**config.mk**
```make
export PLATFORM = sky130hd
export DESIGN_NAME = mem_access_unit_flat
export DESIGN_NICKNAME = d
export VERILOG_FILES = /design/src/rtl/mem_access_if.sv /design/src/rtl/mem_access_unit.sv /design/src/flat_wrapper.sv
export SDC_FILE = /design/constraint.sdc
export NUM_CORES = 1
export LEC_CHECK = 0
export ABC_CLOCK_PERIOD_IN_PS = 3000
export CORE_ASPECT_RATIO = 0.6
export CORE_MARGIN = 1
export CORE_UTILIZATION = 40
export CTS_CLUSTER_DIAMETER = 40
export DETAILED_ROUTE_END_ITERATION = 8
export PLACE_DENSITY = 0.8
export SLEW_MARGIN = 20
export SYNTH_ARGS = -nofsm -noshare
export SYNTH_HDL_FRONTEND = slang
export SYNTH_SLANG_ARGS = --single-unit
export TNS_END_PERCENT = 10
```
**constraint.sdc**
```tcl
create_clock -name clk -period 3 [get_ports clk]
set_clock_uncertainty 0.05 [all_clocks]
set_input_delay 0.6 -clock clk [delete_from_list [all_inputs] [get_ports clk]]
set_output_delay 0.6 -clock clk [all_outputs]
set_load 0.03 [all_outputs]
```
**src/rtl/mem_access_if.sv**
```systemverilog
// Bus bundle for mem_access_unit: upstream LSU request/response plus the single-port memory bus.
// The master modport is the unit's view; slave is the LSU/memory side.
interface mem_access_if #(
  parameter int XLEN           = 64,
  parameter int MEM_ADDR_WIDTH = 16
);
  logic                      req_valid;
  logic                      req_ready;
  logic                      req_wen;
  logic [2:0]                req_funct3;
  logic [XLEN-1:0]           req_addr;
  logic [XLEN-1:0]           req_wdata;
  logic                      resp_valid;
  logic [XLEN-1:0]           resp_rdata;
  logic                      resp_error;
  logic                      mem_ready;
  logic                      mem_valid;
  logic                      mem_wen;
  logic [MEM_ADDR_WIDTH-1:0] mem_addr;
  logic [XLEN-1:0]           mem_wdata;
  logic [XLEN/8-1:0]         mem_wmask;
  logic                      mem_rvalid;
  logic [XLEN-1:0]           mem_rdata;

  modport master (
    input  req_valid, req_wen, req_funct3, req_addr, req_wdata,
    output req_ready, resp_valid, resp_rdata, resp_error,
    input  mem_ready, mem_rvalid, mem_rdata,
    output mem_valid, mem_wen, mem_addr, mem_wdata, mem_wmask
  );

  modport slave (
    output req_valid, req_wen, req_funct3, req_addr, req_wdata,
    input  req_ready, resp_valid, resp_rdata, resp_error,
    output mem_ready, mem_rvalid, mem_rdata,
    input  mem_valid, mem_wen, mem_addr, mem_wdata, mem_wmask
  );
endinterface

```
**src/rtl/mem_access_unit.sv**
```systemverilog
// Converts byte-addressed B/H/W/D loads/stores into aligned word transactions with byte masks.
// Optional MEMUNIT_MISALIGN_EXC_EN: misaligned requests report resp_error instead of being aligned.
module mem_access_unit #(
  parameter int XLEN           = 64,
  parameter int MEM_ADDR_WIDTH = 16
) (
  input  logic         clk,
  input  logic         rst,
  mem_access_if.master bus
);
  localparam int NB = XLEN / 8;

  typedef enum logic [1:0] {
    IDLE  = 2'd0,
    ISSUE = 2'd1,
    WAIT  = 2'd2,
    ERR   = 2'd3
  } state_t;

  state_t                    state_r;
  logic                      mem_valid_r;
  logic                      mem_wen_r;
  logic [MEM_ADDR_WIDTH-1:0] mem_addr_r;
  logic [XLEN-1:0]           mem_wdata_r;
  logic [NB-1:0]             mem_wmask_r;
  logic                      wen_r;
  logic [2:0]                funct3_r;
  logic [2:0]                off_r;

  logic [2:0]                size_mask_s;
  logic [2:0]                off_s;
  logic                      misalign_s;
  logic [NB-1:0]             wmask_s;
  logic [XLEN-1:0]           wdata_s;
  logic                      resp_valid_s;
  logic                      resp_error_s;
  logic [XLEN-1:0]           resp_rdata_s;
  logic                      unused_addr_s;

  function automatic logic [2:0] size_mask(input logic [1:0] sz);
    case (sz)
      2'b00:   size_mask = 3'd0;
      2'b01:   size_mask = 3'd1;
      2'b10:   size_mask = 3'd3;
      default: size_mask = 3'd7;
    endcase
  endfunction

  function automatic logic [NB-1:0] lane_mask(input logic [1:0] sz, input logic [2:0] off);
    logic [NB-1:0] base;
    case (sz)
      2'b00:   base = NB'(8'h01);
      2'b01:   base = NB'(8'h03);
      2'b10:   base = NB'(8'h0F);
      default: base = NB'(8'hFF);
    endcase
    lane_mask = base << off;
  endfunction

  function automatic logic [XLEN-1:0] load_extend(input logic [XLEN-1:0] rdata,
                                                  input logic [2:0] off,
                                                  input logic [2:0] funct3);
    logic [XLEN-1:0] x;
    x = rdata >> {off, 3'b000};
    case (funct3)
      3'b000:  load_extend = {{(XLEN-8){x[7]}}, x[7:0]};
      3'b001:  load_extend = {{(XLEN-16){x[15]}}, x[15:0]};
      3'b010:  load_extend = {{(XLEN-32){x[31]}}, x[31:0]};
      3'b100:  load_extend = {{(XLEN-8){1'b0}}, x[7:0]};
      3'b101:  load_extend = {{(XLEN-16){1'b0}}, x[15:0]};
      3'b110:  load_extend = {{(XLEN-32){1'b0}}, x[31:0]};
      default: load_extend = x;
    endcase
  endfunction

  // Address bits above the memory window are ignored so accesses wrap.
  assign unused_addr_s = ^bus.req_addr[XLEN-1:MEM_ADDR_WIDTH+3];

  // Decode lane offset, byte mask and shifted store data of the incoming request.
  always_comb begin
    size_mask_s = size_mask(bus.req_funct3[1:0]);
`ifdef MEMUNIT_MISALIGN_EXC_EN
    misalign_s  = (bus.req_addr[2:0] & size_mask_s) != 3'd0;
    off_s       = bus.req_addr[2:0];
`else
    misalign_s  = 1'b0;
    off_s       = bus.req_addr[2:0] & ~size_mask_s;
`endif
    wmask_s     = bus.req_wen ? lane_mask(bus.req_funct3[1:0], off_s) : {NB{1'b0}};
    wdata_s     = bus.req_wdata << {off_s, 3'b000};
  end

  // Control FSM and registered memory-side outputs.
  always_ff @(posedge clk) begin
    if (!rst) begin
      state_r     <= IDLE;
      mem_valid_r <= 1'b0;
      mem_wen_r   <= 1'b0;
      mem_addr_r  <= {MEM_ADDR_WIDTH{1'b0}};
      mem_wdata_r <= {XLEN{1'b0}};
      mem_wmask_r <= {NB{1'b0}};
      wen_r       <= 1'b0;
      funct3_r    <= 3'd0;
      off_r       <= 3'd0;
    end else begin
      case (state_r)
        IDLE: begin
          if (bus.req_valid) begin
            wen_r    <= bus.req_wen;
            funct3_r <= bus.req_funct3;
            off_r    <= off_s;
            if (misalign_s) begin
              state_r <= ERR;
            end else begin
              state_r     <= ISSUE;
              mem_valid_r <= 1'b1;
              mem_wen_r   <= bus.req_wen;
              mem_addr_r  <= bus.req_addr[MEM_ADDR_WIDTH+2:3];
              mem_wdata_r <= wdata_s;
              mem_wmask_r <= wmask_s;
            end
          end
        end
        ISSUE: begin
          if (bus.mem_ready) begin
            state_r     <= WAIT;
            mem_valid_r <= 1'b0;
            mem_wen_r   <= 1'b0;
            mem_wmask_r <= {NB{1'b0}};
          end
        end
        WAIT: begin
          if (bus.mem_rvalid) begin
            state_r <= IDLE;
          end
        end
        ERR: begin
          state_r <= IDLE;
        end
        default: begin
          state_r <= IDLE;
        end
      endcase
    end
  end

  // Completion: memory rvalid only counts while waiting; the error pulse comes from ERR.
  always_comb begin
    resp_valid_s = 1'b0;
    resp_error_s = 1'b0;
    resp_rdata_s = {XLEN{1'b0}};
    case (state_r)
      WAIT: begin
        if (bus.mem_rvalid) begin
          resp_valid_s = 1'b1;
          resp_rdata_s = wen_r ? {XLEN{1'b0}} : load_extend(bus.mem_rdata, off_r, funct3_r);
        end else begin
          resp_valid_s = 1'b0;
        end
      end
      ERR: begin
        resp_valid_s = 1'b1;
`ifdef MEMUNIT_MISALIGN_EXC_EN
        resp_error_s = 1'b1;
`else
        resp_error_s = 1'b0;
`endif
      end
      default: begin
        resp_valid_s = 1'b0;
      end
    endcase
  end

  assign bus.req_ready  = (state_r == IDLE);
  assign bus.resp_valid = resp_valid_s;
  assign bus.resp_rdata = resp_rdata_s;
  assign bus.resp_error = resp_error_s;
  assign bus.mem_valid  = mem_valid_r;
  assign bus.mem_wen    = mem_wen_r;
  assign bus.mem_addr   = mem_addr_r;
  assign bus.mem_wdata  = mem_wdata_r;
  assign bus.mem_wmask  = mem_wmask_r;
endmodule
```
**src/flat_wrapper.sv**
```systemverilog
// flat-port wrapper written by rule: the top's interface ports become plain ports
module mem_access_unit_flat 
#(
  parameter int XLEN           = 64,
  parameter int MEM_ADDR_WIDTH = 16
)
  (clk, rst, bus_req_valid, bus_req_wen, bus_req_funct3, bus_req_addr, bus_req_wdata, bus_req_ready, bus_resp_valid, bus_resp_rdata, bus_resp_error, bus_mem_ready, bus_mem_rvalid, bus_mem_rdata, bus_mem_valid, bus_mem_wen, bus_mem_addr, bus_mem_wdata, bus_mem_wmask);
  mem_access_if #(.XLEN(XLEN), .MEM_ADDR_WIDTH(MEM_ADDR_WIDTH)) bus_i ();
  input  logic clk;
  input  logic rst;
  input wire logic [$bits(bus_i.req_valid)-1:0] bus_req_valid;
  input wire logic [$bits(bus_i.req_wen)-1:0] bus_req_wen;
  input wire logic [$bits(bus_i.req_funct3)-1:0] bus_req_funct3;
  input wire logic [$bits(bus_i.req_addr)-1:0] bus_req_addr;
  input wire logic [$bits(bus_i.req_wdata)-1:0] bus_req_wdata;
  output wire logic [$bits(bus_i.req_ready)-1:0] bus_req_ready;
  output wire logic [$bits(bus_i.resp_valid)-1:0] bus_resp_valid;
  output wire logic [$bits(bus_i.resp_rdata)-1:0] bus_resp_rdata;
  output wire logic [$bits(bus_i.resp_error)-1:0] bus_resp_error;
  input wire logic [$bits(bus_i.mem_ready)-1:0] bus_mem_ready;
  input wire logic [$bits(bus_i.mem_rvalid)-1:0] bus_mem_rvalid;
  input wire logic [$bits(bus_i.mem_rdata)-1:0] bus_mem_rdata;
  output wire logic [$bits(bus_i.mem_valid)-1:0] bus_mem_valid;
  output wire logic [$bits(bus_i.mem_wen)-1:0] bus_mem_wen;
  output wire logic [$bits(bus_i.mem_addr)-1:0] bus_mem_addr;
  output wire logic [$bits(bus_i.mem_wdata)-1:0] bus_mem_wdata;
  output wire logic [$bits(bus_i.mem_wmask)-1:0] bus_mem_wmask;
  assign bus_i.req_valid = bus_req_valid;
  assign bus_i.req_wen = bus_req_wen;
  assign bus_i.req_funct3 = bus_req_funct3;
  assign bus_i.req_addr = bus_req_addr;
  assign bus_i.req_wdata = bus_req_wdata;
  assign bus_req_ready = bus_i.req_ready;
  assign bus_resp_valid = bus_i.resp_valid;
  assign bus_resp_rdata = bus_i.resp_rdata;
  assign bus_resp_error = bus_i.resp_error;
  assign bus_i.mem_ready = bus_mem_ready;
  assign bus_i.mem_rvalid = bus_mem_rvalid;
  assign bus_i.mem_rdata = bus_mem_rdata;
  assign bus_mem_valid = bus_i.mem_valid;
  assign bus_mem_wen = bus_i.mem_wen;
  assign bus_mem_addr = bus_i.mem_addr;
  assign bus_mem_wdata = bus_i.mem_wdata;
  assign bus_mem_wmask = bus_i.mem_wmask;
  mem_access_unit #(.XLEN(XLEN), .MEM_ADDR_WIDTH(MEM_ADDR_WIDTH)) u_core (.clk(clk), .rst(rst), .bus(bus_i));
endmodule
```
# == Yosys cells after proc, flatten, opt, wreduce, memory -nomap -nowiden ==
# Cells that the tools add are included.
# word_totals
ff_bits,99
wordCells,55
# op_classes
n_eq_ne,13
n_bitwise,2
muxes,21
n_reduce_logical,7
n_shift,3
# ops
op,n
$pmux 64 s6,1
$mux 64,3
$shl 64x6->64,1
$shr 64x6->64,1
$mux 8,3
$pmux 8 s3,1
$pmux 8 s2,1
$eq 3x3->1 const B,3
$pmux 3 s3,1
$pmux 2 s4,1
$shl 8x3->8,1
$eq 2x2->1 const B,3
$mux 2,3
$ne 2x2->1 const B,3
$pmux 1 s2,3
$reduce_and 3->1,2
$eq 2x1->1 const B,2
$logic_not 2->1,2
$mux 1,4
$and 3x3->3,1
$eq 3x1->1 const B,1
$eq 3x2->1 const B,1
$logic_not 3->1,1
$not 3->3,1
other kinds (2),2

# == Depth between registers and ports, before layout ==
# depth
depth_word,8
depth_mapped,9
depth_no_buf,5

# == Worst setup path after synthesis ==
# OpenSTA, ideal clock, no wires.
# synth_path
path_type,in2out
start,input bus_mem_rdata[47]
end,output bus_resp_rdata[22]
cell_stages,7
t_arrival_ps,2141
n_path_buf,2
setup_slack_ps,209
cell_sequence,mux2_4 -> a2bb2oi_1 -> nand3_1 -> and2_1 -> buf_2 -> buf_2 -> a21oi_1
# synth_between
elab_chain_cells,5
# synth_rtl
item,line,source
"start, declared",flat_wrapper.sv:22,input wire logic [$bits(bus_i.mem_rdata)-1:0] bus_mem_rdata;
$shr 64x6->64,mem_access_unit.sv:64,"x = rdata >> {off, 3'b000};"
$pmux 64 s6,mem_access_unit.sv:65,case (funct3)
$mux 64,mem_access_unit.sv:156,"resp_rdata_s = wen_r ? {XLEN{1'b0}} : load_extend(bus.mem_rdata, off_r, funct3_r);"
$mux 64,mem_access_unit.sv:154,if (bus.mem_rvalid) begin
$mux 64,mem_access_unit.sv:152,case (state_r)
"end, declared",flat_wrapper.sv:18,output wire logic [$bits(bus_i.resp_rdata)-1:0] bus_resp_rdata;
# Every way passes these cells.

# == Worst setup path in the final report ==
# layout_path
start,input bus_mem_rdata[39]
end,output bus_resp_rdata[40]
# The elaborated chain is that of the path after synthesis.

==> metrics.cfg <==
[setup_path]
cpPeakStageDelay_ps = 500
regToRegStartpoint = u_core.state_r[1]$_SDFFE_PN0P_
critical_path.max_fanout = 7
reg2reg_to = u_core.bus.mem_wdata[36]$_SDFFE_PN0P_
critical_path_arrival_ps = 2570
startpoint_class = input pin
criticalPathCategory = in -> out
slowest_stage = sky130_fd_sc_hd__mux4_2
critical_path_cell_by_cell = clkdlybuf4s15_1 > mux2_4 > mux4_2 > and4_4 > a221oi_4 > buf_12 > buf_16 > buf_8 > nor2_2 > buf_6
reg2regPathDepth = 5
cp_data_required_time_ps = 2350
r2r_slack_ps = 920
crit_path_end_kind = output pin

[grt]
grt_start_max_net_pins = 75
first_global_vias = 8037
track_usage_pct = 33.8
grt_antenna_before_repair = 2
gr_util_met1_pct = 51.4
grt_first_pass_wirelength_mm = 47.7
grt.met2_usage_pct = 44.2
top_usage_layer = met1
global_route.usage.met3_pct = 12.2
globalRouteOverflowTotal = 0

[status]
run_status = finished with violations
failed_checks = setup timing

[placed_design]
globalplace.congestion = 1.04
io_buffer_count = 311
detailedPlace.worstSlack_ps = -824
hpwl_mm = 24.7
postPlaceCellArea_um2 = 11100

[drt]
avgRoutedWirePerCell_um = 21.1
vias = 8571
post_detailed_route_drc_marker_count = 0
drt_first_pass_iters = 7
antenna_violating_nets_post_route = 0
drt-initial-drc-count = 1142
routed_via_density = 5.71
postRouteWirelength_mm = 31.6

[floorplanning]
io_pins = 358
floorplan.initialDensity_pct = 41.4
fp.coreArea_um2 = 17300
placementRows = 37
chip_width_um = 175
die-area_um2 = 18500
die_y_um = 106

[clock_network]
tritoncts_clock_tree = yes
cts_sinks = 99
cts.hold.buffers_added = 0
cts_root_buf = sky130_fd_sc_hd__clkbuf_16
tritoncts_buffer_count = 9
worstSkewPairLatency_ps = 330
clk_transition_reported_paths_ps = 70
ctsHtreeMaxLevel = 3
cts_buffer_depth = 2

[hold_path]
beginning_of_the_worst_hold_path = u_core.bus.mem_wmask[7]$_SDFFE_PN0P_
hold_path_class = reg -> reg
holdPathEnd = u_core.bus.mem_wmask[7]$_SDFFE_PN0P_
hold_path_depth = 2

[power]
cellPowerDensity_nw_per_um2 = 364
combinationalPowerShare_pct = 38.1
power.share.sequential_pct = 34.5
vdd.ir_drop.worst_uv = 294
power.share.clock_pct = 27.4
post-layout-total-power_mw = 4.21
power.static_leakage_nw = 4.86
p_sw_share_pct = 35.4
cellInternalPower_mw = 2.72
total_switching_power_mw = 1.49

[finish]
layout.cell_area.non_filler_um2 = 11600
top_library_cells_by_usage_in_the_layout_fill_and_taps_aside = sky130_fd_sc_hd__clkdlybuf4s50_1, sky130_fd_sc_hd__nor2_1, sky130_fd_sc_hd__buf_4
most_frequent_standard_cell_in_the_layout_excluding_fill_and_tap_cells = sky130_fd_sc_hd__clkdlybuf4s50_1
filler_cell_count = 1453
final_net_count = 1462
areaGrowthSynthToFinish_pct = 61.3
drive_above_1_share_pct = 22.2

[sta]
fin_crit_ps = 3220
fin_crit_sh_pct = 107
post-route-worst-setup-slack_ps = -220
tightest_slew_ps = 834
final_max_slew_viol_count = 0
highest_achievable_clock_rate_ghz = 0.311
final-setup-viol-count = 51
max-slew-margin-rel_pct = 44.2
hold_viol_final = 0
rsz0062_at_grt = yes

[job]
drv.max_cap_violation_count = 0

[logic_synthesis]
syn-num-nets = 1102
synth.lib_cells_used.distinct = 51
yosys_register_bits = 99
synth.top_cell.area_share_pct = 27.7
part_of_the_yosys_area_used_for_sequential_elements_pct = 27.7
yosys_most_used_dff = sky130_fd_sc_hd__dfxtp_1
synth_enable_flop_cells = 0
synth_cells = 901
top_cells_by_area_synth = sky130_fd_sc_hd__dfxtp_1, sky130_fd_sc_hd__mux2i_1, sky130_fd_sc_hd__nor2_1
async_reset_ff_share_pct = 0
netlist_area_um2 = 7170
count_of_warnings_emitted_by_yosys = 0
syn_area_per_cell_um2 = 7.95
netlist.top_cell.by_area = sky130_fd_sc_hd__dfxtp_1

-- power by group through the flow --
| stage | registers [mW] | logic [mW] | clock network, mW |
|---|---|---|---|
| 6_report | 1.45 | 1.61 | 1.15 |
| 5_1_grt | 1.46 | 1.69 | 1.23 |
| 4_1_cts | 1.45 | 1.57 | 1.17 |
| 3_5_place_dp | 1.48 | 1.55 | 0 |
| 3_3_place_gp | 1.48 | 1.53 | 0 |
| 2_1_floorplan | 1.63 | 0.641 | 0 |
-- registers in the layout (all words and copies together) (netlist names) --
register,cells
u_core.state_r,2
u_core.off_r,3
u_core.bus.mem_wmask,8
u_core.bus.mem_wdata,64
u_core.bus.mem_addr,16
u_core.wen_r,1
u_core.bus.mem_valid,1
u_core.funct3_r,3
u_core.bus.mem_wen,1
-- synthesized netlist by cell type (all sizes together), types with 2 or more instances --
cell	instances
a211oi	8
a21o	3
a21oi	98
a221oi	3
a222oi	8
a22oi	31
a2bb2oi	9
a31oi	4
and2	2
and3	9
buf	38
clkbuf	47
dfxtp	99
inv	5
mux2	25
mux2i	101
mux4	21
nand2	90
nand2b	12
nand3	16
nor2	157
nor2b	15
nor3	12
nor3b	2
o21a	8
o21ai	28
o21bai	2
o22ai	13
o2bb2ai	13
o31ai	8
or3b	2
-- area by class of cell --
type | count | area, um2 | share of cell area [%]
Antenna cell | 1 | 2.50 | 0.0216
Multi-Input combinational cell | 711 | 4810 | 41.6
Sequential cell | 99 | 1990 | 17.2
Clock inverter | 6 | 56.3 | 0.487
Clock buffer | 10 | 229 | 1.98
Inverter | 6 | 22.5 | 0.195
Tap cell | 234 | 293 | 2.53
Timing Repair Buffer | 434 | 4160 | 35.9
-- per-stage QoR --
stage                     hold slack [ps]  util, %  cells  setup TNS, ps
after floorplan                       391        -    901              0
after CTS                             406     66.8   1501          -7370
after global placement                389     64.4   1480         -33010
final                                 405     66.8   1501          -7280
after detailed placement              397     64.4   1480         -34800
after global routing                  425     66.8   1500         -11910
-- critical path: cells and delay by family --
family / cells / cell delay (ps)
AO/OA/AOI/OAI: 1 / 220
buffers and inverters: 5 / 730
multiplexers: 2 / 770
AND/OR/NAND/NOR: 2 / 250
-- how the worst max path moves through the flow --
stage | startpoint | end | slack [ps] | cells after the start
2_1_floorplan | bus_mem_rdata[47] | bus_resp_rdata[22] | 210 | 7
3_5_place_dp | bus_mem_rdata[23] | bus_resp_rdata[54] | -820 | 8
6_report | bus_mem_rdata[39] | bus_resp_rdata[40] | -220 | 10
3_3_place_gp | bus_mem_rdata[23] | bus_resp_rdata[60] | -760 | 8
5_1_grt | u_core.off_r[1]$_SDFFE_PN0P_ | bus_resp_rdata[40] | -310 | 9
4_1_cts | u_core.off_r[1]$_SDFFE_PN0P_ | bus_resp_rdata[40] | -220 | 9
-- metal layers --
layer,part of all wire (%),vias to the layer above,routed length [um]
li1,-,3984,-
met1,46,4030,14600
met2,39,502,12500
met3,13,51,4120
met4,1.5,4,469
met5,0.085,-,27
-- cell families after synthesis --
logic type      Yosys count  share of synthesized area, %
simple gates            322                          19.6
flops                    99                          27.7
mux                     147                          24.8
other cells               1                        0.0523
buf+inv                  91                          5.90
compound gates          241                          21.9
-- what timing repair did --
action	CTS	global route
setup buffers	3	0
endpoints found under the hold margin	0	0
endpoints found under the setup margin	57	57
gates cloned	2	0
gates resized for setup	242	4
pin swaps	1	1
Power figures use the tool's default switching activity.
